**src/rtl/hog_pkg.sv**
```systemverilog
// Shared constants and FSM encoding for the HOG cell histogram accumulator.
package hog_pkg;
  localparam int CELL_ROWS  = 34;
  localparam int CELL_COLS  = 34;
  localparam int BINS       = 18;
  localparam int BANK_DEPTH = 5202;
  localparam int ADDR_W     = 13;
  localparam int NUM_BANKS  = 4;

  typedef enum logic [2:0] {
    IDLE, CLEAR, ACCEPT, RDWAIT, SUM, DONE
  } hog_state_t;
endpackage

```
**src/rtl/hog_cell_bin_accum_if.sv**
```systemverilog
// Pixel sample stream: frame start, valid/ready handshake and the sample payload.
interface hog_cell_bin_accum_if #(parameter int MAG_WIDTH = 16);
  logic                 start;
  logic                 pix_valid;
  logic                 pix_ready;
  logic                 pix_last;
  logic [5:0]           cell_row;
  logic [5:0]           cell_col;
  logic [4:0]           bin_idx;
  logic [MAG_WIDTH-1:0] mag;

  modport master (output start, pix_valid, pix_last, cell_row, cell_col, bin_idx, mag,
                  input  pix_ready);
  modport slave  (input  start, pix_valid, pix_last, cell_row, cell_col, bin_idx, mag,
                  output pix_ready);
endinterface

```
**src/rtl/hog_bin_addr_map.sv**
```systemverilog
// Maps (cell row, cell col, bin) onto one of four 2x2-interleaved banks and a word address.
module hog_bin_addr_map
  import hog_pkg::*;
(
  input  logic [5:0]        cell_row,
  input  logic [5:0]        cell_col,
  input  logic [4:0]        bin_idx,
  output logic [1:0]        bank,
  output logic [ADDR_W-1:0] addr,
  output logic              oor
);
  logic [ADDR_W-1:0] cell_idx;

  // even/even -> 3, even/odd -> 2, odd/even -> 1, odd/odd -> 0
  assign bank     = {~cell_row[0], ~cell_col[0]};
  assign cell_idx = ADDR_W'(cell_row[5:1]) * ADDR_W'(CELL_COLS / 2) + ADDR_W'(cell_col[5:1]);
  assign addr     = cell_idx * ADDR_W'(BINS) + ADDR_W'(bin_idx);
  assign oor      = (cell_row >= 6'(CELL_ROWS)) || (cell_col >= 6'(CELL_COLS)) ||
                    (bin_idx >= 5'(BINS));
endmodule

```
**src/rtl/hog_cell_bin_accum.sv**
```systemverilog
// Clears four histogram banks, then read-modify-writes one bin per accepted sample (3 cycles each).
module hog_cell_bin_accum
  import hog_pkg::*;
#(
  parameter int TOTAL_BIT_WIDTH = 35,
  parameter int MAG_WIDTH       = 16,
  parameter int DELAY           = 1
) (
  input  logic                       aclk,
  input  logic                       arest_n,
  hog_cell_bin_accum_if.slave        pix,
  output logic [ADDR_W-1:0]          bank_addr_0,
  output logic [ADDR_W-1:0]          bank_addr_1,
  output logic [ADDR_W-1:0]          bank_addr_2,
  output logic [ADDR_W-1:0]          bank_addr_3,
  output logic                       bank_we_0,
  output logic                       bank_we_1,
  output logic                       bank_we_2,
  output logic                       bank_we_3,
  output logic [TOTAL_BIT_WIDTH-1:0] bank_din_0,
  output logic [TOTAL_BIT_WIDTH-1:0] bank_din_1,
  output logic [TOTAL_BIT_WIDTH-1:0] bank_din_2,
  output logic [TOTAL_BIT_WIDTH-1:0] bank_din_3,
  input  logic [TOTAL_BIT_WIDTH-1:0] bank_dout_0,
  input  logic [TOTAL_BIT_WIDTH-1:0] bank_dout_1,
  input  logic [TOTAL_BIT_WIDTH-1:0] bank_dout_2,
  input  logic [TOTAL_BIT_WIDTH-1:0] bank_dout_3,
  output logic                       histogram_done,
  output logic                       busy,
  output logic                       err_range
);
  localparam int TW = TOTAL_BIT_WIDTH;
  localparam logic [ADDR_W-1:0] LAST_ADDR = ADDR_W'(BANK_DEPTH - 1);

  // DELAY only shapes behavioural memory models; the RTL itself is zero-delay.
  if (DELAY < 0) begin : g_bad_delay
    $error("DELAY must be non-negative");
  end

  hog_state_t state, state_nxt;

  logic [NUM_BANKS-1:0][ADDR_W-1:0] addr_q;
  logic [NUM_BANKS-1:0]             we_q;
  logic [NUM_BANKS-1:0][TW-1:0]     din_q;
  logic [NUM_BANKS-1:0][TW-1:0]     dout;

  logic [1:0]           sel_q;
  logic [MAG_WIDTH-1:0] mag_q;
  logic                 last_q, oor_q;

  logic [1:0]        map_bank;
  logic [ADDR_W-1:0] map_addr;
  logic              map_oor;

  logic [TW:0]   sum;
  logic [TW-1:0] sat;

  hog_bin_addr_map u_map (
    .cell_row (pix.cell_row),
    .cell_col (pix.cell_col),
    .bin_idx  (pix.bin_idx),
    .bank     (map_bank),
    .addr     (map_addr),
    .oor      (map_oor)
  );

  assign dout = {bank_dout_3, bank_dout_2, bank_dout_1, bank_dout_0};
  assign {bank_addr_3, bank_addr_2, bank_addr_1, bank_addr_0} = addr_q;
  assign {bank_we_3, bank_we_2, bank_we_1, bank_we_0}         = we_q;
  assign {bank_din_3, bank_din_2, bank_din_1, bank_din_0}     = din_q;

  assign sum = {1'b0, dout[sel_q]} + (TW+1)'(mag_q);
  assign sat = sum[TW] ? '1 : sum[TW-1:0];

  assign pix.pix_ready   = (state == ACCEPT);
  assign busy            = (state != IDLE);
  assign histogram_done  = (state == DONE);

  always_ff @(posedge aclk or negedge arest_n) begin
    if (!arest_n) state <= IDLE;
    else          state <= state_nxt;
  end

  always_comb begin
    state_nxt = state;
    case (state)
      IDLE:    if (pix.start) state_nxt = CLEAR;
      CLEAR:   if (addr_q[0] == LAST_ADDR) state_nxt = ACCEPT;
      ACCEPT:  if (pix.pix_valid) state_nxt = RDWAIT;
      RDWAIT:  state_nxt = SUM;
      SUM:     state_nxt = last_q ? DONE : ACCEPT;
      DONE:    state_nxt = IDLE;
      default: state_nxt = IDLE;
    endcase
  end

  // Outputs are registered so the write lands one cycle after SUM, in ACCEPT or DONE.
  always_ff @(posedge aclk or negedge arest_n) begin
    if (!arest_n) begin
      addr_q    <= '0;
      we_q      <= '0;
      din_q     <= '0;
      err_range <= 1'b0;
      sel_q     <= '0;
      mag_q     <= '0;
      last_q    <= 1'b0;
      oor_q     <= 1'b0;
    end else begin
      we_q <= '0;
      case (state)
        IDLE: if (pix.start) begin
          addr_q    <= '0;
          we_q      <= '1;
          din_q     <= '0;
          err_range <= 1'b0;
        end
        CLEAR: if (addr_q[0] != LAST_ADDR) begin
          we_q <= '1;
          for (int b = 0; b < NUM_BANKS; b++) addr_q[b] <= addr_q[b] + 1'b1;
        end
        ACCEPT: if (pix.pix_valid) begin
          sel_q  <= map_bank;
          mag_q  <= pix.mag;
          last_q <= pix.pix_last;
          oor_q  <= map_oor;
          if (map_oor) err_range <= 1'b1;
          else         addr_q[map_bank] <= map_addr;
        end
        SUM: if (!oor_q) begin
          we_q[sel_q]  <= 1'b1;
          din_q[sel_q] <= sat;
        end
        default: ;
      endcase
    end
  end
endmodule

```
**src/flat_wrapper.sv**
```systemverilog
// flat-port wrapper written by rule: the top's interface ports become plain ports
module hog_cell_bin_accum_flat import hog_pkg::*;
#(
  parameter int TOTAL_BIT_WIDTH = 35,
  parameter int MAG_WIDTH       = 16,
  parameter int DELAY           = 1
)
  (aclk, arest_n, bank_addr_0, bank_addr_1, bank_addr_2, bank_addr_3, bank_we_0, bank_we_1, bank_we_2, bank_we_3, bank_din_0, bank_din_1, bank_din_2, bank_din_3, bank_dout_0, bank_dout_1, bank_dout_2, bank_dout_3, histogram_done, busy, err_range, pix_start, pix_pix_valid, pix_pix_last, pix_cell_row, pix_cell_col, pix_bin_idx, pix_mag, pix_pix_ready);
  hog_cell_bin_accum_if #(.MAG_WIDTH(MAG_WIDTH)) pix_i ();
  input  logic aclk;
  input  logic arest_n;
  output logic [ADDR_W-1:0] bank_addr_0;
  output logic [ADDR_W-1:0] bank_addr_1;
  output logic [ADDR_W-1:0] bank_addr_2;
  output logic [ADDR_W-1:0] bank_addr_3;
  output logic bank_we_0;
  output logic bank_we_1;
  output logic bank_we_2;
  output logic bank_we_3;
  output logic [TOTAL_BIT_WIDTH-1:0] bank_din_0;
  output logic [TOTAL_BIT_WIDTH-1:0] bank_din_1;
  output logic [TOTAL_BIT_WIDTH-1:0] bank_din_2;
  output logic [TOTAL_BIT_WIDTH-1:0] bank_din_3;
  input  logic [TOTAL_BIT_WIDTH-1:0] bank_dout_0;
  input  logic [TOTAL_BIT_WIDTH-1:0] bank_dout_1;
  input  logic [TOTAL_BIT_WIDTH-1:0] bank_dout_2;
  input  logic [TOTAL_BIT_WIDTH-1:0] bank_dout_3;
  output logic histogram_done;
  output logic busy;
  output logic err_range;
  input wire logic [$bits(pix_i.start)-1:0] pix_start;
  input wire logic [$bits(pix_i.pix_valid)-1:0] pix_pix_valid;
  input wire logic [$bits(pix_i.pix_last)-1:0] pix_pix_last;
  input wire logic [$bits(pix_i.cell_row)-1:0] pix_cell_row;
  input wire logic [$bits(pix_i.cell_col)-1:0] pix_cell_col;
  input wire logic [$bits(pix_i.bin_idx)-1:0] pix_bin_idx;
  input wire logic [$bits(pix_i.mag)-1:0] pix_mag;
  output wire logic [$bits(pix_i.pix_ready)-1:0] pix_pix_ready;
  assign pix_i.start = pix_start;
  assign pix_i.pix_valid = pix_pix_valid;
  assign pix_i.pix_last = pix_pix_last;
  assign pix_i.cell_row = pix_cell_row;
  assign pix_i.cell_col = pix_cell_col;
  assign pix_i.bin_idx = pix_bin_idx;
  assign pix_i.mag = pix_mag;
  assign pix_pix_ready = pix_i.pix_ready;
  hog_cell_bin_accum #(.TOTAL_BIT_WIDTH(TOTAL_BIT_WIDTH), .MAG_WIDTH(MAG_WIDTH), .DELAY(DELAY)) u_core (.aclk(aclk), .arest_n(arest_n), .pix(pix_i), .bank_addr_0(bank_addr_0), .bank_addr_1(bank_addr_1), .bank_addr_2(bank_addr_2), .bank_addr_3(bank_addr_3), .bank_we_0(bank_we_0), .bank_we_1(bank_we_1), .bank_we_2(bank_we_2), .bank_we_3(bank_we_3), .bank_din_0(bank_din_0), .bank_din_1(bank_din_1), .bank_din_2(bank_din_2), .bank_din_3(bank_din_3), .bank_dout_0(bank_dout_0), .bank_dout_1(bank_dout_1), .bank_dout_2(bank_dout_2), .bank_dout_3(bank_dout_3), .histogram_done(histogram_done), .busy(busy), .err_range(err_range));
endmodule
```
**config.mk**
```make
export PLATFORM = sky130hd
export DESIGN_NAME = hog_cell_bin_accum_flat
export DESIGN_NICKNAME = d
export VERILOG_FILES = /design/src/rtl/hog_pkg.sv /design/src/rtl/hog_cell_bin_accum_if.sv /design/src/rtl/hog_bin_addr_map.sv /design/src/rtl/hog_cell_bin_accum.sv /design/src/flat_wrapper.sv
export SDC_FILE = /design/constraint.sdc
export NUM_CORES = 1
export LEC_CHECK = 0
export BUFFER_PORTS_ARGS = -buffer_cell sky130_fd_sc_hd__buf_2
export CAP_MARGIN = 0
export CORE_ASPECT_RATIO = 1.4
export CORE_MARGIN = 4
export CORE_UTILIZATION = 54
export CTS_BUF_LIST = sky130_fd_sc_hd__clkbuf_2 sky130_fd_sc_hd__clkbuf_4 sky130_fd_sc_hd__clkbuf_8
export CTS_CLUSTER_SIZE = 16
export DETAILED_ROUTE_END_ITERATION = 10
export GPL_ROUTABILITY_DRIVEN = 0
export PLACE_DENSITY = 0.83
export SLEW_MARGIN = 20
export SYNTH_ARGS = -nofsm -noshare
export SYNTH_HDL_FRONTEND = slang
export SYNTH_SLANG_ARGS = --single-unit
```
**constraint.sdc**
```tcl
create_clock -name aclk -period 5.45 [get_ports aclk]
set_input_delay 1.09 -clock aclk [delete_from_list [all_inputs] [get_ports aclk]]
set_output_delay 1.09 -clock aclk [all_outputs]
set_load 0.02 [all_outputs]
```
; ---- Word-level counts from Yosys, hierarchy flattened
; Index checks and enable logic that the tools add are counted.
[classes]
mul = 2
eq_ne = 14
addsub = 7
bitwise = 2
reduce_logical = 14
mux = 32
magnitude_cmp = 7
[op_table]
columns = op, n
row1 = two-way mux 140 bit, 2
row2 = one-hot mux 140 bit (2 select lines), 1
row3 = two-way mux 52 bit, 4
row4 = one-hot mux 52 bit (3 select lines), 1
row5 = bitwise mux 140 bit, 1
row6 = two-way mux 35 bit, 3
row7 = binary-select mux 35 bit (select 2 bit), 1
row8 = demux 35 bit (select 2 bit), 1
row9 = "adder 13 x 1 -> 13 bit, second input constant", 4
row10 = bitwise mux 52 bit, 1
row11 = adder 35 x 16 -> 36 bit, 1
row12 = demux 13 bit (select 2 bit), 1
row13 = one-hot mux 3 bit (5 select lines), 1
row14 = adder 13 x 5 -> 13 bit, 1
row15 = "== test 13 bit, second input constant", 1
row16 = two-way mux 13 bit, 1
row17 = "!= test 13 bit, second input constant", 1
row18 = ">= comparator 6 bit, second input constant", 2
row19 = "multiplier 11 x 4 -> 12 bit, second input constant", 1
row20 = two-way mux 3 bit, 4
row21 = two-way mux 4 bit, 3
row22 = one-hot mux 4 bit (3 select lines), 1
row23 = adder 10 x 5 -> 11 bit, 1
row24 = "multiplier 5 x 5 -> 10 bit, second input constant", 1
row25 = other kinds (21), 39
[word_totals]
reg_bits = 220
in_bits = 178
out_inout_bits = 200

; ---- Longest topological paths before layout
; Gate-level depths: netlist of the first run.
[depth]
depth_word = 9
ltp_mapped = 19

; ---- Cells and area by module
; Synthesis of the first run repeated with hierarchy kept, for this count alone.
[hier_totals]
cells_unflattened = 1376
hier_area_um2 = 12997.5
[modules_own_cells]
columns = mod, cells_per_inst, area_per_inst_um2, n_inst
row1 = hog_cell_bin_accum, 1241, 11898.9, 1
row2 = hog_bin_addr_map, 135, 1098.6, 1

; ---- Worst setup path before layout of the first run
; Ideal clock, no wire load.
[synth_path]
path_kind = input -> register
start = in pix_cell_col[5]
end = reg u_core.addr_q (netlist bit u_core.bank_addr_3[12])
required_ns = 5.321
setup_time_ns = 0.129
slack_ns = 0.565
stages = 18
t_arrival_ns = 4.756
path_cell_list = ha_1 -> ha_1 -> ha_1 -> ha_1 -> nor2b_1 -> o21ai_0 -> nor2b_1 -> xnor2_1 -> ha_1 -> ha_1 -> nor2b_1 -> o31a_1 -> a21oi_1 -> nand4_1 -> nor3_1 -> xnor3_1 -> nand2_1 -> o21ai_0
[synth_between]
elab_chain_cells = 7
[synth_lines]
columns = item, line
row1 = start: declaration, flat_wrapper.sv:35  ; input wire logic [$bits(pix_i.cell_col)-1:0] pix_cell_col;
row2 = adder 10 x 5 -> 11 bit, hog_bin_addr_map.sv:16  ; assign cell_idx = ADDR_W'(cell_row[5:1]) * ADDR_W'(CELL_COLS / 2) + ADDR_W'(cell_col[5:1]);
row3 = multiplier 11 x 4 -> 12 bit, hog_bin_addr_map.sv:17  ; assign addr = cell_idx * ADDR_W'(BINS) + ADDR_W'(bin_idx);
row4 = adder 13 x 5 -> 13 bit, hog_bin_addr_map.sv:17
row5 = bitwise mux 52 bit, hog_cell_bin_accum.sv:127  ; else addr_q[map_bank] <= map_addr;
row6 = two-way mux 52 bit, hog_cell_bin_accum.sv:126  ; if (map_oor) err_range <= 1'b1;
row7 = two-way mux 52 bit, hog_cell_bin_accum.sv:121  ; ACCEPT: if (pix.pix_valid) begin
row8 = one-hot mux 52 bit (3 select lines), hog_cell_bin_accum.sv:110  ; case (state)
row9 = end signal: indexed assignment, hog_cell_bin_accum.sv:127
row10 = end: declaration, hog_cell_bin_accum.sv:42  ; logic [NUM_BANKS-1:0][ADDR_W-1:0] addr_q;
; Parallel ways exist; a longest one is shown, timed or not. The select of a mux whose other input is x is not followed.
; A chain may end at the register's enable or synchronous reset.

; ---- Worst setup path in the final report of the first run
[layout_path]
start = in pix_cell_row[5]
end = reg u_core.addr_q (netlist bit u_core.bank_addr_2[11])
[layout_between]
elab_chain_cells = 8
[layout_lines]
columns = item, line
row1 = start: declaration, flat_wrapper.sv:34  ; input wire logic [$bits(pix_i.cell_row)-1:0] pix_cell_row;
row2 = multiplier 5 x 5 -> 10 bit, hog_bin_addr_map.sv:16
row3 = adder 10 x 5 -> 11 bit, hog_bin_addr_map.sv:16
row4 = multiplier 11 x 4 -> 12 bit, hog_bin_addr_map.sv:17
row5 = adder 13 x 5 -> 13 bit, hog_bin_addr_map.sv:17
row6 = bitwise mux 52 bit, hog_cell_bin_accum.sv:127
row7 = two-way mux 52 bit, hog_cell_bin_accum.sv:126
row8 = two-way mux 52 bit, hog_cell_bin_accum.sv:121
row9 = one-hot mux 52 bit (3 select lines), hog_cell_bin_accum.sv:110
; Parallel ways exist; a longest one is shown, timed or not. The select of a mux whose other input is x is not followed.

==> results of run 1 <==
stage by stage:
stage          std cells  util, %  worst slack (ps)  area [µm²]
4_1_cts             2013     67.7               530       15400
2_1_floorplan       1339        -               565       12600
3_5_place_dp        1957     64.6             -21.3       14700
3_3_place_gp        1957     64.6               180       14700
5_1_grt             2017     67.8               261       15400
6_report            2017     67.8               434       15400
flip-flops by register name, indices dropped and copies added (netlist names), 2 cells and up:
register and cells:
u_core.sel_q 2, u_core.bank_addr_2 13, u_core.bank_din_1 35, u_core.mag_q 16, u_core.bank_din_2 35, u_core.bank_addr_1 13, u_core.we_q 4, u_core.bank_din_0 35
u_core.bank_addr_0 13, u_core.bank_din_3 35, u_core.bank_addr_3 13, u_core.state 3
worst paths after layout:
check / cells past startpoint / slack (ps) / to / from
hold reg to reg: 2 / 480 / u_core.mag_q[15] / u_core.mag_q[15]
hold / removal: 2 / 480 / u_core.mag_q[15] / u_core.mag_q[15]
min in group asynchronous: 1 / 630 / u_core.bank_din_0[3] / arest_n
max in group asynchronous: 2 / 3670 / u_core.bank_din_2[21] / arest_n
setup / recovery: 19 / 430 / u_core.bank_addr_2[11] / pix_cell_row[5]
setup reg to reg: 10 / 1120 / u_core.bank_din_0[9] / u_core.sel_q[1]
cell usage in the layout (no fill, tap or decap), types with 32 or more instances in the layout:
cell type / Yosys / routed
o21ai_0: 74 / 74
nor2_1: 83 / 83
dfrtp_1: 220 / 218
inv_1: 32 / 32
nand2_1: 121 / 120
o21ai_1: 121 / 121
a21oi_1: 62 / 62
ha_1: 55 / 55
nand3_1: 168 / 167
clkbuf_8: 0 / 38
buf_2: 7 / 376
mux4_2: 32 / 32
power by group:
group          internal, mW  switching [mW]
Combinational         0.572           0.960
Clock                 0.797           0.661
Sequential             1.81           0.211
layout make-up:
class                      count  area, µm²
antenna                        4       10.0
clock buffer                  47        584
timing repair buffer         393       2030
fill                        1789       7340
inverter                      33        124
multi-input combinational   1010       6690
sequential                   220       5510
tap                          301        377
clock inverter                 9        114
worst max-delay path: cells and delay by family:
family / cells / cell delay (ps)
simple gates: 4 / 590
compound gates: 5 / 1010
fa+ha+maj: 6 / 1810
xor+xnor: 3 / 840
buf+inv: 1 / 130
routing by layer:
metal  GRT usage (%)  vias to the layer above
li1                -                     5641
met4            15.5                        6
met1            39.6                     5965
met3            6.78                      153
met2            51.8                      710
met5               0                        -
kinds of logic after synthesis:
family	count (synthesis)
fa+ha+maj	60
buf+inv	109
xor+xnor	44
compound gates	381
simple gates	487
mux	38
flops	220
==> summary.md, run 1 <==
| Metric | Value |
|---|---|
| Outcome | completed |
| Vias/cell | 6.18 |
| Maxcap violations | 0 |
| Most used DFF post-synth | dfrtp_1 |
| Starting density of the core | 55.5% |
| Synth Area in Compound Gates | 18.2% |
| Initial antenna violation count | 7 |
| Pwr/cell area | 325 mW/mm² |
| Row count | 65 |
| CP arrival | 5460 ps |
| Hold-fix buffers, CTS | 0 |
| Antenna-violating nets left | 0 |
| Clock latency on the worst-skew pair | 520 ps |
| IO Port Bufs | 377 |
| Share of cells above drive strength 1 | 29.2% |
| Clock tree from TritonCTS | built |
| CTS sink count | 220 |
| Sum Neg Setup Slack | 0 ps |
| Hold Crit Class | flop to flop |
| Via count | 12475 |
| Die Y | 189 µm |
| Adder-cell share of the synthesized area | 6.24% |
| Worst Clk Skew | 15.7 ps |
| Die Width | 137 µm |
| Full die area | 0.0259 mm² |
| CP Launch Type | primary input |
| Top cell type's share of synthesized area | 43.6% |
| Max Slew Vio Count | 0 |
| Met3 wire len | 4240 µm |
| Length of routed wiring on met1 | 15000 µm |
| Peak supply drop | 403 µV |
| Total core area | 0.0228 mm² |
| Simple-gate share of the synthesized area | 18.6% |
| Vias in the first global route | 12271 |
| XOR/XNOR Fraction of Synth Area | 3.16% |
| First-pass GRT wire length | 65500 µm |
| Drt initial violations | 999 |
| Critical-path maximum fanout | 4 |
| Largest area contributor in the netlist | dfrtp_1 |
| Root buf cell | clkbuf_8 |
| Setup Buffers After CTS | 0 |
| Min Tclk post-route | 5020 ps |
| H-tree depth | 2 |
| Area growth from synthesis to layout | 22.2% |
| Final hold vios | 0 |
| Netlist cell types | 72 |
| CP dominant cell by count | ha_1 |
| Routed WL | 42100 µm |
| Most frequent cells after synthesis | 220 x dfrtp_1, 168 x nand3_1, 121 x nand2_1, 121 x o21ai_1, 83 x nor2_1 |
| Async SR Flop Fraction | 100% |
| Syn_nets | 1577 |
| PostCTS Resize Cnt | 0 |
| Register bit total from synthesis | 220 |
| Syn. warnings | 0 |
| Leakage power | 7.62 nW |
| Post-synth EDFFs | 0 |
| Count leader, synth | dfrtp_1 |
| Worst Setup End Kind | flop |
| Largest family of logic cells by synthesized area | simple AND/OR/NAND/NOR gates |
| Clk pin slew, worst setup/hold paths | 60 ps |
| CTS Buf Count | 35 |
| Residual DRC | 0 |
| Synth Area per Inst | 9.43 µm² |
| Final hold slack | 480 ps |
| Slew headroom | 27.8% |
| Final setup viols | 0 |
| Worst path max stage delay | 420 ps |
| Worst-Margin Slew | 1080 ps |
| Worst-path cell chain | buf_2, ha_1, ha_1, ha_1, ha_1, nor2b_1, o21ai_0, nor2b_1, xnor2_1, ha_1, ha_1, o21ai_0, o21bai_1, a21oi_1, xnor2_1, nor3_1, xnor2_1, a221oi_1, nor2_1 |
| Synth Instances | 1339 |
| Post-synthesis mux area share | 6.59% |
| Detail Placement HPWL | 31600 µm |
| GRT overflow | 0 |
| Routed len/inst | 20.8 µm |
| Longest Clk Path Bufs | 3 |
| Nets | 1931 |
| Post-Syn Area | 0.0126 mm² |
| Share of the yosys chip area belonging to registers | 43.6% |
| Critical path class | primary input to flop |
| Largest net degree at the start of global routing | 124 |
| Synth area leaders | dfrtp_1 44%, nand3_1 6.7%, mux4_2 5.7% |
| Met2 Wirelength | 20400 µm |
| Total GRT Usage | 31.6% |
| IO Pins | 378 |
| Fmax | 199 MHz |
| DR top layer | met5 |
| Total power after layout | 5.01 mW |
| Worst EP required | 5900 ps |
| Router iterations before antenna repair | 6 |
| Slowest CP cell | xnor2_1 |
| Final period utilization | 92.0% |
| RSZ-0062 raised after global routing | no |
Note: power is estimated with default switching activity, not from simulation.
==> run 2: changes to the inputs <==
--- a/config.mk
+++ b/config.mk
@@ -5,11 +5,12 @@
 export SDC_FILE = /design/constraint.sdc
 export NUM_CORES = 1
 export LEC_CHECK = 0
+export ABC_AREA = 1
 export BUFFER_PORTS_ARGS = -buffer_cell sky130_fd_sc_hd__buf_2
 export CAP_MARGIN = 0
 export CORE_ASPECT_RATIO = 1.4
 export CORE_MARGIN = 4
-export CORE_UTILIZATION = 54
+export CORE_UTILIZATION = 55
 export CTS_BUF_LIST = sky130_fd_sc_hd__clkbuf_2 sky130_fd_sc_hd__clkbuf_4 sky130_fd_sc_hd__clkbuf_8
 export CTS_CLUSTER_SIZE = 16
 export DETAILED_ROUTE_END_ITERATION = 10
==> summary.md, run 2 <==
| Metric | Value |
|---|---|
| Multi-input logic area | 0.00755 mm² |
| Slew headroom | 31.3% |
| Critical-path maximum fanout | 34 |
| Initial antenna violation count | 10 |
| Fmax | 201 MHz |
| Clock latency on the worst-skew pair | 530 ps |
| Critical path class | flop to flop |
| Sum Neg Setup Slack | 0 ps |
| Root buf cell | clkbuf_8 |
| Logic pwr share | 27.8% |
| Vias/cell | 5.67 |
| Share of the yosys chip area belonging to registers | 39.4% |
| Total power after layout | 4.42 mW |
| IO Port Bufs | 377 |
| Longest Clk Path Bufs | 3 |
| Antenna-violating nets left | 0 |
| CTS sink count | 220 |
| Residual DRC | 0 |
| Final setup viols | 0 |
| Sequential group share of total power | 37.8% |
| Clock Power Share | 34.4% |
| Hold Crit Class | flop to flop |
| Routed len/inst | 17.9 µm |
| Nets | 2661 |
| GRT overflow | 0 |
| Max Slew Vio Count | 0 |
| Detail Placement HPWL | 37500 µm |
| Worst Setup End Kind | flop |
| Largest area contributor in the netlist | dfrtp_1 |
| Final hold vios | 0 |
| Syn_nets | 2286 |
| Final hold slack | 476 ps |
| Hold-fix buffers, CTS | 0 |
| Most frequent cells in the layout | 917 x nand2_1, 376 x buf_2, 220 x dfrtp_1, 161 x inv_1, 157 x nor2_1 |
| Row count | 68 |
| CP Launch Type | flop |
| Most frequent cells after synthesis | 917 x nand2_1, 220 x dfrtp_1, 164 x nor2_1 |
| Drt initial violations | 1275 |
| Full die area | 0.0281 mm² |
| Die Width | 143 µm |
| Clock tree from TritonCTS | built |
| Final period utilization | 91.3% |
| First-pass GRT wire length | 77500 µm |
| Router iterations before antenna repair | 7 |
| RSZ-0062 raised after global routing | no |
| Most used DFF post-synth | dfrtp_1 |
| Length of routed wiring on met1 | 17500 µm |
| H-tree depth | 2 |
| Count leader, synth | nand2_1 |
| Pwr/cell area | 261 mW/mm² |
| Pre-CTS setup slack | 286 ps |
| Fill cells | 2169 |
| P_sw | 1.53 mW |
| Core Util, Final | 68.2% |
| Outcome | completed |
| Routed WL | 49600 µm |
| Total GRT Usage | 34.3% |
| Synth Area per Inst | 6.82 µm² |
| PostCTS Resize Cnt | 0 |
| CP arrival | 5420 ps |
| Synth Instances | 2048 |
| Share of cells above drive strength 1 | 20.4% |
| Die Y | 197 µm |
| Total core area | 0.0248 mm² |
| Worst EP required | 5900 ps |
| Setup ws final | 477 ps |
| Setup Buffers After CTS | 0 |
| Vias in the first global route | 15048 |
| Leakage power | 10.1 nW |
| Async SR Flop Fraction | 100% |
| Syn. warnings | 0 |
| Worst Clk Skew | 27.3 ps |
| Via count | 15688 |
| Clk pin slew, worst setup/hold paths | 60 ps |
| Storage cell area | 0.00551 mm² |
| Register bit total from synthesis | 220 |
| Synth area leaders | dfrtp_1 39%, nand2_1 25%, ha_1 4.9% |
| Area growth from synthesis to layout | 21.3% |
| Post-Syn Area | 0.0140 mm² |
| Maxcap violations | 0 |
| Peak supply drop | 246 µV |
| Largest net degree at the start of global routing | 128 |
| Sw Share | 34.7% |
| Met2 Wirelength | 24200 µm |
| DR top layer | met5 |
| IO Pins | 378 |
| Leading cell type in the layout, fill and taps excluded | nand2_1 |
| Netlist cell types | 39 |
| Post-synth EDFFs | 0 |
| Top cell type's share of synthesized area | 39.4% |
| Pint | 2.89 mW |
| Worst-Margin Slew | 1030 ps |
| CTS Buf Count | 36 |
| Min Tclk post-route | 4970 ps |
| Met3 wire len | 5270 µm |
| Starting density of the core | 56.2% |
[run 2: changes by cell type in the layout (fill, tap and decap cells not counted), sizes merged, moves of 31 or more]
cell	before	now
inv	35	165
nand2	121	919
o21ai	195	72
nor2	85	167
nand3	169	138
mux4	35	0
[run 2: kinds of logic after synthesis]
| logic type | after synthesis | synth area share (%) |
|---|---|---|
| AND/OR/NAND/NOR | 1278 | 37.1 |
| buffers and inverters | 236 | 6.75 |
| AO/OA/AOI/OAI | 226 | 9.36 |
| flip-flops | 220 | 39.4 |
| adder cells (fa/ha/maj) | 60 | 5.64 |
| XOR/XNOR | 28 | 1.76 |
[run 2: per-layer routing]
layer / vias up / global-route usage (%)
li1: 7306 / -
met1: 7248 / 39.7
met4: 10 / 17.8
met3: 188 / 8.11
met5: - / 0
met2: 936 / 58.8
[run 2: worst max-delay path, stage by stage (launching register included)]
cell and delay, ps:
dfrtp_1 790, inv_2 360, nor2_2 860, a22oi_1 210, nand2_1 190, ha_1 200
nand3_1 80, nand2_1 130, nand2_1 70, nand2_1 130, nand2_1 70, nand3_1 120
nand2_1 110, nand2_1 160, nand3_2 690, nand2_1 560, nand2_1 90, nand2_1 70
[run 2: final cells by class]
cell class	count	area share (%)
flip-flops and latches	220	32.5
repair buffers	402	12.4
multi-input cells	1592	44.5
well taps	315	2.33
diodes	6	0.0886
inverters	171	3.79
clock inverters	10	0.642
clock buffers	50	3.77
[run 2: final timing paths]
| kind | startpoint | to | slack, ps | depth (start not counted) |
|---|---|---|---|---|
| worst max-delay path | u_core.sel_q[0] | u_core.bank_din_3[0] | 480 | 17 |
| min in group asynchronous | arest_n | u_core.bank_din_3[20] | 620 | 1 |
| worst max register to register | u_core.sel_q[0] | u_core.bank_din_3[0] | 480 | 17 |
| max in group asynchronous | arest_n | u_core.sel_q[0] | 3740 | 2 |
| worst min-delay path | u_core.bank_din_3[29] | u_core.bank_din_3[29] | 480 | 2 |
| worst min register to register | u_core.bank_din_3[29] | u_core.bank_din_3[29] | 480 | 2 |
[run 2: power by group through the flow]
stage          clock [mW]  sequential [mW]  combinational (mW)
2_1_floorplan           0             1.70               0.737
3_3_place_gp            0             1.70                1.16
3_5_place_dp            0             1.70                1.19
4_1_cts              1.54             1.67                1.20
5_1_grt              1.62             1.67                1.34
6_report             1.52             1.67                1.23
[run 2: stage by stage]
stage	cells	instance area (µm²)
2_1_floorplan	2048	14000
3_3_place_gp	2700	16200
3_5_place_dp	2700	16200
4_1_cts	2760	16900
5_1_grt	2764	16900
6_report	2766	16900
